### config.mk
export PLATFORM = sky130hd
export DESIGN_NAME = regfile_opfetch
export DESIGN_NICKNAME = d
export VERILOG_FILES = /design/src/rtl/regfile_opfetch_pkg.sv /design/src/rtl/regfile_opfetch_skid_fifo.sv /design/src/rtl/regfile_opfetch.sv
export SDC_FILE = /design/constraint.sdc
export NUM_CORES = 1
export LEC_CHECK = 0
export BUFFER_PORTS_ARGS = -buffer_cell sky130_fd_sc_hd__buf_2
export CAP_MARGIN = 5
export CORE_MARGIN = 1.5
export CORE_UTILIZATION = 48
export CTS_BUF_LIST = sky130_fd_sc_hd__clkbuf_16
export CTS_CLUSTER_SIZE = 24
export DETAILED_ROUTE_END_ITERATION = 12
export GPL_TIMING_DRIVEN = 0
export PLACE_DENSITY = 0.77
export SLEW_MARGIN = 20
export SYNTH_ARGS = -nofsm -noshare
export SYNTH_HDL_FRONTEND = slang
export SYNTH_SLANG_ARGS = --single-unit
### constraint.sdc
create_clock -name clk -period 9 [get_ports clk]
set_input_delay 0 -clock clk [delete_from_list [all_inputs] [get_ports clk]]
set_output_delay 0 -clock clk [all_outputs]
set_load 0.005 [all_outputs]
### src/rtl/regfile_opfetch_pkg.sv
// Shared widths and bundle types for the register-file operand fetch unit.
package regfile_pkg;

    localparam int DW   = 64;
    localparam int AW   = 5;
    localparam int NREG = 2 ** AW;

    typedef struct packed {
        logic [DW-1:0] a;
        logic [DW-1:0] b;
        logic [AW-1:0] rd;
        logic          we;
    } opf_entry_t;

    typedef logic [NREG-1:0] sb_vec_t;

endpackage

### src/rtl/regfile_opfetch_skid_fifo.sv
// Two-entry operand buffer; push and pop may coincide at any fill level.
module opf_skid_fifo
    import regfile_pkg::*;
(
    input  logic       clk,
    input  logic       rst,
    input  logic       i_push,
    input  opf_entry_t i_din,
    input  logic       i_pop,
    output logic       o_valid,
    output opf_entry_t o_dout,
    output logic [1:0] o_count
);

    opf_entry_t r_mem [2];
    logic       r_head;
    logic [1:0] r_count;
    logic       w_wptr;

    // When full, a push is only legal alongside a pop, so it reuses the head slot.
    assign w_wptr = r_head ^ (r_count == 2'd1);

    always_ff @(posedge clk or posedge rst) begin
        if (rst) begin
            r_head   <= 1'b0;
            r_count  <= 2'd0;
            r_mem[0] <= '0;
            r_mem[1] <= '0;
        end else begin
            if (i_push)
                r_mem[w_wptr] <= i_din;
            if (i_pop)
                r_head <= ~r_head;
            r_count <= r_count + {1'b0, i_push} - {1'b0, i_pop};
        end
    end

    assign o_valid = (r_count != 2'd0);
    assign o_dout  = o_valid ? r_mem[r_head] : '0;
    assign o_count = r_count;

endmodule

### src/rtl/regfile_opfetch.sv
// Operand fetch front end for a 2R/1W register file with hazard scoreboard.
// Define OPF_BYPASS_EN to forward a same-cycle writeback instead of stalling.
module regfile_opfetch
    import regfile_pkg::*;
(
    input  logic          clk,
    input  logic          rst,
    input  logic          iss_valid,
    output logic          iss_ready,
    input  logic [AW-1:0] iss_rs0,
    input  logic [AW-1:0] iss_rs1,
    input  logic [AW-1:0] iss_rd,
    input  logic          iss_we,
    input  logic          wb_valid,
    input  logic [AW-1:0] wb_addr,
    input  logic [DW-1:0] wb_data,
    output logic [AW-1:0] rf_r0addr,
    output logic [AW-1:0] rf_r1addr,
    output logic [AW-1:0] rf_waddr,
    output logic [DW-1:0] rf_wdata,
    output logic          rf_wena,
    input  logic [DW-1:0] rf_r0data,
    input  logic [DW-1:0] rf_r1data,
    output logic          op_valid,
    input  logic          op_ready,
    output logic [DW-1:0] op_a,
    output logic [DW-1:0] op_b,
    output logic [AW-1:0] op_rd,
    output logic          op_we
);

    sb_vec_t       r_busy;
    sb_vec_t       w_busy_nxt;
    logic          r_inflight;
    logic [AW-1:0] r_rd;
    logic          r_we;
    logic          w_wb_rs0;
    logic          w_wb_rs1;
    logic          w_wb_rd;
    logic          w_raw0;
    logic          w_raw1;
    logic          w_waw;
    logic          w_hazard;
    logic          w_pop;
    logic          w_accept;
    logic [1:0]    w_count;
    logic [1:0]    w_occ;
    logic          w_op_valid;
    opf_entry_t    w_push_ent;
    opf_entry_t    w_head;

    assign rf_r0addr = iss_rs0;
    assign rf_r1addr = iss_rs1;
    assign rf_waddr  = wb_addr;
    assign rf_wdata  = wb_data;
    assign rf_wena   = wb_valid;

    assign w_wb_rs0 = wb_valid && (wb_addr == iss_rs0);
    assign w_wb_rs1 = wb_valid && (wb_addr == iss_rs1);
    assign w_wb_rd  = wb_valid && (wb_addr == iss_rd);

`ifdef OPF_BYPASS_EN
    logic          r_fwd0;
    logic          r_fwd1;
    logic [DW-1:0] r_fwd_data;

    assign w_raw0 = r_busy[iss_rs0] && !w_wb_rs0;
    assign w_raw1 = r_busy[iss_rs1] && !w_wb_rs1;

    // Regfile returns pre-write data on a same-edge write, so capture it here.
    always_ff @(posedge clk or posedge rst) begin
        if (rst) begin
            r_fwd0     <= 1'b0;
            r_fwd1     <= 1'b0;
            r_fwd_data <= '0;
        end else if (w_accept) begin
            r_fwd0     <= w_wb_rs0;
            r_fwd1     <= w_wb_rs1;
            r_fwd_data <= wb_data;
        end
    end

    assign w_push_ent.a = r_fwd0 ? r_fwd_data : rf_r0data;
    assign w_push_ent.b = r_fwd1 ? r_fwd_data : rf_r1data;
`else
    assign w_raw0 = r_busy[iss_rs0] || w_wb_rs0;
    assign w_raw1 = r_busy[iss_rs1] || w_wb_rs1;

    assign w_push_ent.a = rf_r0data;
    assign w_push_ent.b = rf_r1data;
`endif

    assign w_push_ent.rd = r_rd;
    assign w_push_ent.we = r_we;

    assign w_waw    = iss_we && r_busy[iss_rd] && !w_wb_rd;
    assign w_hazard = w_raw0 || w_raw1 || w_waw;
    assign w_pop    = w_op_valid && op_ready;
    assign w_occ    = w_count + {1'b0, r_inflight};

    assign iss_ready = !rst && !w_hazard &&
                       ((w_occ < 2'd2) || ((w_occ == 2'd2) && w_pop));
    assign w_accept  = iss_valid && iss_ready;

    // Clear first so a same-index set in the same cycle wins.
    always_comb begin
        w_busy_nxt = r_busy;
        if (wb_valid)
            w_busy_nxt[wb_addr] = 1'b0;
        if (w_accept && iss_we)
            w_busy_nxt[iss_rd] = 1'b1;
    end

    always_ff @(posedge clk or posedge rst) begin
        if (rst) begin
            r_busy     <= '0;
            r_inflight <= 1'b0;
            r_rd       <= '0;
            r_we       <= 1'b0;
        end else begin
            r_busy     <= w_busy_nxt;
            r_inflight <= w_accept;
            if (w_accept) begin
                r_rd <= iss_rd;
                r_we <= iss_we;
            end
        end
    end

    opf_skid_fifo u_fifo (
        .clk     (clk),
        .rst     (rst),
        .i_push  (r_inflight),
        .i_din   (w_push_ent),
        .i_pop   (w_pop),
        .o_valid (w_op_valid),
        .o_dout  (w_head),
        .o_count (w_count)
    );

    assign op_valid = w_op_valid;
    assign op_a     = w_head.a;
    assign op_b     = w_head.b;
    assign op_rd    = w_head.rd;
    assign op_we    = w_head.we;

endmodule

==> results.yml, run 1 <==
run_status:
  run_status: "finished, final reports clean"
detailed_routing:
  dr.first_iter.drc_count: 773
  drc: 0
  vias: 11800
  ant_nets: 0
  wl_per_cell_um: 19.4
  avgViaCountPerCell: 5.40
  drtPass1Iterations: 5
  wl_um: 42600
sta:
  slew_viol_final: 0
  hold_violations: 0
  tns_ns: 0
  relSlewSlack_pct: 40.0
  tightestPinTransition_ns: 0.900
  period_minus_slack_ns: 3.27
  setup_slack_ns: 5.73
  fin_skew_ns: 0.0204
  rsz0062_at_grt: "no"
  fin_crit_sh_pct: 36.3
  fmax_mhz: 306
  timing.hold.ws_ns: 0.0489
  setup_viol_count_final: 0
setup_path:
  required_ns: 9.38
  reg2reg_from: "u_fifo.r_head"
  worstSetupPathType: "flop to flop"
  critical_path.startpoint_type: "flop"
  r2r_slack_ns: 5.73
  reg2reg_depth: 7
  cp_max_fo: 10
  worstPathArrival_ns: 3.65
  r2r_end: "u_fifo.r_mem[83]"
  cp-end-kind: "flop"
placement:
  dpl.hpwl_um: 28900
  place_congestion: 0.938
  pre_cts_slack_ns: 5.61
  placed_area_um2: 17700
  port_buffers: 356
  placed_cells: 1994
logic_synthesis:
  syn_nets: 1454
  synth_cell_types: 38
  synth.yosys.warnings: 0
  ys_seq_area_share_pct: 50.6
  synth-seq-cells: 310
  yosysTopAreaCellShare_pct: 50.6
  avgSynthCellArea_um2: 12.4
  yosys-top-cells-area: "dfrtp_1 (51%), mux2_2 (20%), mux2i_1 (10%), buf_4 (4.0%), nor2_1 (3.5%)"
  post-synth-top-area-cell: "dfrtp_1"
  synth_cells: 1234
  synthArstFlopShare_pct: 100
  synth_edf_count: 0
  syn-cell-area_um2: 15300
  synth_ff_type: "dfrtp_1"
final_layout:
  final_nets: 1982
  final_common_cell: "buf_2"
  drive_gt1_share_pct: 44.1
  multi_input_area_um2: 6600
  seqCellArea_um2: 7760
  syn2layout_area_growth_pct: 31.2
  fillers: 2354
  fin_cells: 2191
  stdcell_area_um2: 20100
  final_cell_mix: "buf_2 (364), dfrtp_1 (310), mux2_2 (276)"
clocking:
  cts_made_buffers: 34
  cts_max_level: 2
  clock_sinks: 310
  clock_latency_ns: 0.51
  clk_pin_slew_ns: 0.06
  clockRootBuffer: "clkbuf_16"
  cts.repair.resized: 0
  cts_tree: "done"
  cts_hold_buffers: 134
  cts_buffer_depth: 3
  cts_setup_buffers: 0
power:
  power.density_nw_per_um2: 320
  leakage_nw: 9.61
  ir_worst_vdd_mv: 0.130
grt:
  grt_use_total_pct: 25.6
  grt_pass1_wl_um: 66500
  grt_max_degree: 114
  grt_pass1_vias: 12700
  overflow: 0
  antenna_found_initial: 4
worst_hold_path:
  hold_class: "input pin to flop"
  hp-start: "iss_we"
  whs_path_depth: 2
  min_to: "r_we"
die:
  start_util_pct: 48.7
  coreArea_um2: 31500
  num_io_pins: 434
  die_h_um: 182
  die-width_um: 182
  die_area_um2: 33000
  rows: 65
job:
  drv_cap: 0
==> synthesized netlist by cell type, drive strengths merged (4+ instances only) <==
cell    instances
dfrtp         310
mux2          276
mux2i         158
nor2          141
buf           109
clkbuf         55
o21ai          39
o31ai          32
nand3          13
mux4           12
xnor2          10
inv             9
nand3b          9
xor2            9
nor2b           8
a22oi           6
or3b            6
nand2           4
nand2b          4
==> critical path, cell delays in order (launching register included) <==
cell and delay (ns):
dfrtp_1 0.32, clkbuf_1 0.52, xnor2_1 0.20, nand2b_1 0.12, clkbuf_1 0.35, clkbuf_1 0.63
clkbuf_1 0.56, mux2_2 0.41
==> per-stage QoR <==
| stage | util (%) | power (mW) |
|---|---|---|
| finish | 63.9 | 6.44 |
| global route | 63.9 | 6.85 |
| CTS | 63.9 | 6.45 |
| detailed placement | 56.2 | 5.04 |
| global placement | 56.0 | 4.93 |
| floorplan | - | 4.00 |
==> per-layer routing <==
metal	track usage, %	share of wire, %	vias up
li1	-	-	5328
met1	30.2	38	5918
met2	46.0	52	477
met3	3.85	5.4	114
met4	11.9	4.4	0
met5	0	0	-
==> where the power goes <==
| group | internal [mW] | total [mW] | leakage, nW | switching (mW) |
|---|---|---|---|---|
| sequential | 2.05 | 2.39 | 3.69 | 0.336 |
| clock | 0.791 | 1.34 | 0.537 | 0.544 |
| combinational | 1.41 | 2.72 | 5.38 | 1.31 |
==> worst max path at each step <==
stage / startpoint / end / slack, ns / cells after the start
finish: u_fifo.r_head / u_fifo.r_mem[83] / 5.73 / 7
global route: u_fifo.r_head / u_fifo.r_mem[72] / 5.41 / 7
CTS: u_fifo.r_head / u_fifo.r_mem[75] / 5.57 / 7
detailed placement: u_fifo.r_head / u_fifo.r_mem[75] / 5.61 / 7
global placement: rst / u_fifo.r_mem[146] / -2.47 / 2
floorplan: rst / r_busy[0] / 0.43 / 1
==> cell families after synthesis <==
logic type / Yosys count / share of synthesized area [%]
multiplexers: 446 / 32.3
flip-flops: 310 / 50.6
AND/OR/NAND/NOR: 196 / 5.76
buffers and inverters: 173 / 6.38
AO/OA/AOI/OAI: 88 / 3.66
XOR/XNOR: 19 / 1.09
adder cells (fa/ha/maj): 2 / 0.163
==> area by class of cell <==
class | count | area share, %
Clock inverter | 23 | 0.989
Tap cell | 402 | 2.50
Timing Repair Buffer | 492 | 15.8
Inverter | 9 | 0.205
Antenna cell | 5 | 0.0622
Multi-Input combinational cell | 751 | 32.8
Sequential cell | 310 | 38.6
Clock buffer | 35 | 4.36
Buffer | 164 | 4.70
==> sequential cells by signal, indices dropped and copies added, names as in the netlist <==
| name | flops |
|---|---|
| r_inflight | 1 |
| u_fifo.r_head | 1 |
| r_busy | 32 |
| r_we | 1 |
| u_fifo.o_count | 2 |
| u_fifo.r_mem | 268 |
| r_rd | 5 |
No activity file was read; power rests on OpenSTA's default activity.
==> run 2: changes to the inputs <==
Settings changed: CORE_UTILIZATION 48 to 53, PLACE_DENSITY 0.77 to 0.81.
Clock period 9 ns to 3.2 ns, I/O delays scaled along.
==> results.yml, run 2 (same netlist as run 1, synthesis figures left out) <==
run_status:
  run_status: "finished, final reports clean"
final_layout:
  final_cell_mix: "buf_2 (365), dfrtp_1 (310), mux2_2 (276)"
  largest_reg_flops: 268
  syn2layout_area_growth_pct: 32.7
  final_nets: 1989
  top_regs: "u_fifo.r_mem (268), r_busy (32), r_rd (5)"
  drive_gt1_share_pct: 45.2
  final_util_pct: 71.1
  final_common_cell: "buf_2"
  top_register: "u_fifo.r_mem"
job:
  drv_cap: 0
grt:
  grt_pass1_wl_um: 69600
  grt_max_degree: 37
  antenna_found_initial: 6
  overflow: 0
  grt_util_met2_pct: 52.1
  gr-usage-met1_pct: 34.1
  grt_pass1_vias: 12900
  grt_use_total_pct: 29.5
  met3_usage_pct: 4.73
  busiest_layer: "met2"
placement:
  port_buffers: 356
  place_congestion: 0.908
  pre_cts_slack_ns: -0.113
  dpl.hpwl_um: 29500
clocking:
  clk_pin_slew_ns: 0.06
  clock_latency_ns: 0.53
  cts_buffer_depth: 3
  cts_made_buffers: 34
  cts_setup_buffers: 0
  clockRootBuffer: "clkbuf_16"
  clock_sinks: 310
  cts_tree: "done"
  cts_max_level: 2
setup_path:
  cp-end-kind: "output pin"
  cp_max_fo: 10
  critical_path.startpoint_type: "flop"
  worstSetupPathType: "flop to output pin"
  required_ns: 3.20
  worstPathArrival_ns: 2.98
detailed_routing:
  wl_per_cell_um: 20.4
  wl_um: 44600
  vias: 12200
  drc: 0
  ant_nets: 0
  avgViaCountPerCell: 5.57
  drtPass1Iterations: 5
  dr.first_iter.drc_count: 760
die:
  die-width_um: 173
  die_area_um2: 30000
  start_util_pct: 53.6
  coreArea_um2: 28600
  num_io_pins: 434
  rows: 62
  die_h_um: 173
power:
  leakage_nw: 9.74
  power.density_nw_per_um2: 926
  ir_worst_vdd_mv: 0.478
sta:
  period_minus_slack_ns: 2.98
  rsz0062_at_grt: "no"
  relSlewSlack_pct: 36.7
  fin_crit_sh_pct: 93.3
  fin_skew_ns: 0.0273
  setup_slack_ns: 0.216
  setup_viol_count_final: 0
  tightestPinTransition_ns: 0.949
  hold_violations: 0
  fmax_mhz: 335
  slew_viol_final: 0
worst_hold_path:
  hold_class: "input pin to flop"
==> run 2: cell types whose count changed in the layout (fill, tap and decap cells not counted), moves of 2 or more <==
cell	change
diode_2	+2
bufinv_16	+4
clkbuf_2	+7
clkinvlp_4	+4
clkinv_1	-8
buf_16	-2
buf_12	+9
clkbuf_1	-9
==> run 2: path summary, 6_finish.rpt <==
path                              startpoint           endpoint  slack (ns)  depth (start not counted)
setup / recovery               u_fifo.r_head           op_a[56]        0.22                          5
setup reg to reg                  r_busy[15]         r_busy[19]        0.28                          8
hold reg to reg            u_fifo.r_mem[265]  u_fifo.r_mem[265]        0.50                          1
max in group asynchronous                rst   u_fifo.r_mem[97]        1.89                          6
hold / removal                     iss_valid          r_busy[1]        0.05                          4
min in group asynchronous                rst         r_busy[23]        0.19                          3
==> run 2: cell type report <==
type / count / area (um^2)
antenna: 7 / 17.5
buffer: 163 / 951
clock buffer: 35 / 876
clock inverter: 24 / 320
fill: 1855 / 8270
inverter: 9 / 37.5
multi-input combinational: 751 / 6600
sequential: 310 / 7760
tap: 384 / 480
timing repair buffer: 500 / 3310
==> run 2: timing repair <==
action / 4_1_cts / 5_1_grt
gates resized for setup: 4 / 10
hold endpoints to repair: 287 / 0
hold buffers: 135 / 0
setup endpoints to repair: 119 / 111
==> run 2: worst max-delay path, stage by stage, from the launching register on <==
cell      delay (ns)
dfrtp_1         0.66
clkbuf_1        0.60
buf_1           0.66
mux2i_1         0.31
nor2_1          0.07
buf_2           0.16
==> run 2: power breakdown <==
part | switching, mW | total (mW) | internal (mW)
clock network | 1.62 | 4.19 | 2.57
registers | 1.06 | 6.82 | 5.76
logic | 3.84 | 7.84 | 4.00
total | 6.52 | 18.9 | 12.3
==> run 2: stage by stage <==
step                      instance area, um^2  power [mW]  hold WS [ns]  cells  setup TNS [ns]
final                                   20400        18.8        0.0483   2183               0
after global routing                    20300        19.9        0.0710   2182               0
after CTS                               20300        18.6        0.0253   2177               0
after detailed placement                17800        14.3         0.165   1983           -3.93
after global placement                  17600        13.9         0.166   1974         -786.03
after floorplan                         15300        11.3        0.0808   1234         -287.35
==> run 2: layer usage <==
layer / routed length [um] / share of wire, % / up-vias
li1: - / - / 5370
met1: 16400 / 37 / 6065
met2: 23000 / 52 / 553
met3: 2490 / 5.6 / 165
met4: 2700 / 6.1 / 0
met5: 0 / 0 / -
==> run 3: changes to the inputs <==
Settings changed: ABC_AREA from default to 1.
==> results.yml, run 3 <==
run_status:
  run_status: "finished, final reports clean"
logic_synthesis:
  synthTopCellsByCount: "nand2_1 (733), dfrtp_1 (310), o21ai_0 (260)"
  synth_cells: 2075
  synth_cell_types: 25
  yosys-top-cells-area: "dfrtp_1 (50%), nand2_1 (18%), o21ai_0 (8.3%), a21oi_1 (4.6%), inv_1 (4.4%)"
  syn-cell-area_um2: 15600
  synth_ff_type: "dfrtp_1"
  synthArstFlopShare_pct: 100
  synth_edf_count: 0
  synth_most_common_cell: "nand2_1"
  ys_seq_area_share_pct: 49.8
  yosysTopAreaCellShare_pct: 49.8
  post-synth-top-area-cell: "dfrtp_1"
  avgSynthCellArea_um2: 7.51
  synth-seq-cells: 310
  synth.yosys.warnings: 0
  syn_nets: 2295
worst_hold_path:
  hold_class: "input pin to flop"
  whs_path_depth: 4
final_layout:
  seqCellArea_um2: 7760
  final_nets: 2842
  fillers: 2195
  largest_reg_flops: 268
  multi_input_area_um2: 5970
  final_common_cell: "nand2_1"
  top_regs: "u_fifo.r_mem (268), r_busy (32), r_rd (5)"
  final_cell_mix: "nand2_1 (733), buf_2 (376), dfrtp_1 (310)"
  top_register: "u_fifo.r_mem"
  syn2layout_area_growth_pct: 32.1
  drive_gt1_share_pct: 20.3
die:
  rows: 62
  num_io_pins: 434
  start_util_pct: 54.0
  die_h_um: 175
  die_area_um2: 30500
  die-width_um: 175
  coreArea_um2: 28900
power:
  p_switching_mw: 7.48
  seqPwrFrac_pct: 36.8
  ir_worst_vdd_mv: 0.359
  p_int_mw: 11.0
  leakage_nw: 11.0
  power.density_nw_per_um2: 900
  switching_share_pct: 40.4
  clockPowerShare_pct: 21.2
  combPwrFrac_pct: 42.0
setup_path:
  reg2reg_depth: 12
  worstPathArrival_ns: 2.99
  crit_buf_inv: 5
  critical_path.startpoint_type: "flop"
  r2r_slack_ns: 0.45
  cp_cell_sequence: "buf_2 -> inv_2 -> clkbuf_1 -> clkbuf_1 -> nand2_1 -> a21oi_1 -> buf_2"
  crit_slowest_cell: "clkbuf_1"
  required_ns: 3.20
  cp-end-kind: "output pin"
  slowest_delay_ns: 0.60
  cp_max_fo: 10
  crit_family: "buffers and inverters"
  path_depth: 7
  worstSetupPathType: "flop to output pin"
clocking:
  cts_made_buffers: 34
  cts_max_level: 2
  cts_buffer_depth: 3
  cts_setup_buffers: 0
  clk_pin_slew_ns: 0.06
  clockRootBuffer: "clkbuf_16"
  cts_tree: "done"
  clock_sinks: 310
  clock_latency_ns: 0.52
sta:
  fin_skew_ns: 0.0292
  setup_viol_count_final: 0
  fin_crit_sh_pct: 93.5
  timing.hold.ws_ns: 0.0369
  period_minus_slack_ns: 2.99
  fmax_mhz: 334
  setup_slack_ns: 0.208
  tightestPinTransition_ns: 0.814
  relSlewSlack_pct: 45.8
  slew_viol_final: 0
  hold_violations: 0
  rsz0062_at_grt: "no"
grt:
  grt_pass1_wl_um: 85900
  antenna_found_initial: 1
  grt_max_degree: 33
  grt_use_total_pct: 35.6
  overflow: 0
  grt_pass1_vias: 16500
detailed_routing:
  drtPass1Iterations: 7
  drc: 0
  vias: 16900
  wl_per_cell_um: 18.0
  wl_um: 54500
  avgViaCountPerCell: 5.58
  ant_nets: 0
  dr.first_iter.drc_count: 2132
job:
  drv_cap: 0
placement:
  port_buffers: 362
  pre_cts_slack_ns: 0.572
  place_congestion: 0.980
  dpl.hpwl_um: 36000
[run 3: cell types whose count changed after synthesis, sizes merged, moves of 38 or more]
cell	change
nand2	+730
mux2	-276
o21ai	+275
inv	+186
mux2i	-158
a21oi	+143
nor2	-92
nand3	+38
[run 3: layout make-up]
cell class,instances,area share [%]
flip-flops and latches,310,37.7
multi-input cells,1361,29.0
repair buffers,511,16.5
plain buffers,209,5.48
clock buffers,35,4.25
inverters,195,3.57
well taps,384,2.33
clock inverters,25,1.14
diodes,1,0.0122
[run 3: metal layers]
layer / part of all wire [%] / wire (um) / up-vias / GRT usage [%]
li1: - / - / 7622 / -
met1: 37 / 20300 / 7919 / 44.4
met2: 47 / 25600 / 1112 / 57.1
met3: 9.2 / 5000 / 251 / 7.28
met4: 6.7 / 3620 / 0 / 21.6
met5: 0 / 0 / - / 0
[run 3: cell families (layout without fill, tap and decap cells)]
group,count (synthesis),in the layout,share of synthesized area [%]
flip-flops,310,310,49.8
buffers and inverters,404,975,11.9
AND/OR/NAND/NOR,874,874,22.1
other,0,1,0
adder cells (fa/ha/maj),2,2,0.160
XOR/XNOR,7,7,0.393
AO/OA/AOI/OAI,478,478,15.6
[run 3: what timing repair did]
action / 4_1_cts / 5_1_grt
hold buffers: 139 / 0
hold endpoints to repair: 368 / 0
resized for setup: 0 / 0
[run 3: path summary, 6_finish.rpt]
kind                               startpoint          endpoint
worst max-delay path            u_fifo.r_head          op_a[38]
worst min-delay path               wb_addr[2]         r_busy[6]
worst max register to register     r_inflight        r_busy[31]
worst min register to register        r_rd[2]           r_rd[2]
max in group asynchronous                 rst  u_fifo.r_mem[89]
min in group asynchronous                 rst  u_fifo.r_mem[47]
[run 3: metrics by stage]
stage	utilization, %	cells	power [mW]	instance area (um^2)	TNS (ns)
global route	71.4	3031	19.7	20600	0
CTS	71.3	3030	18.1	20600	0
global placement	62.0	2821	13.7	17900	-787.14
detailed placement	62.7	2831	14.0	18100	0
finish	71.4	3031	18.5	20600	0
floorplan	-	2075	10.8	15600	-287.35
[run 3: power by group through the flow]
stage	Clock, mW	Sequential (mW)	Combinational (mW)
2_1_floorplan	0	6.50	4.26
3_5_place_dp	0	6.75	7.28
3_3_place_gp	0	6.67	7.06
5_1_grt	4.13	6.99	8.57
6_report	3.93	6.81	7.78
4_1_cts	3.95	6.71	7.48
[run 3: tightest hold or removal path: cells and delay by family]
kind	cells	cell delay [ns]
AO/OA/AOI/OAI	1	0.09
buffers and inverters	1	0.16
AND/OR/NAND/NOR	2	0.24
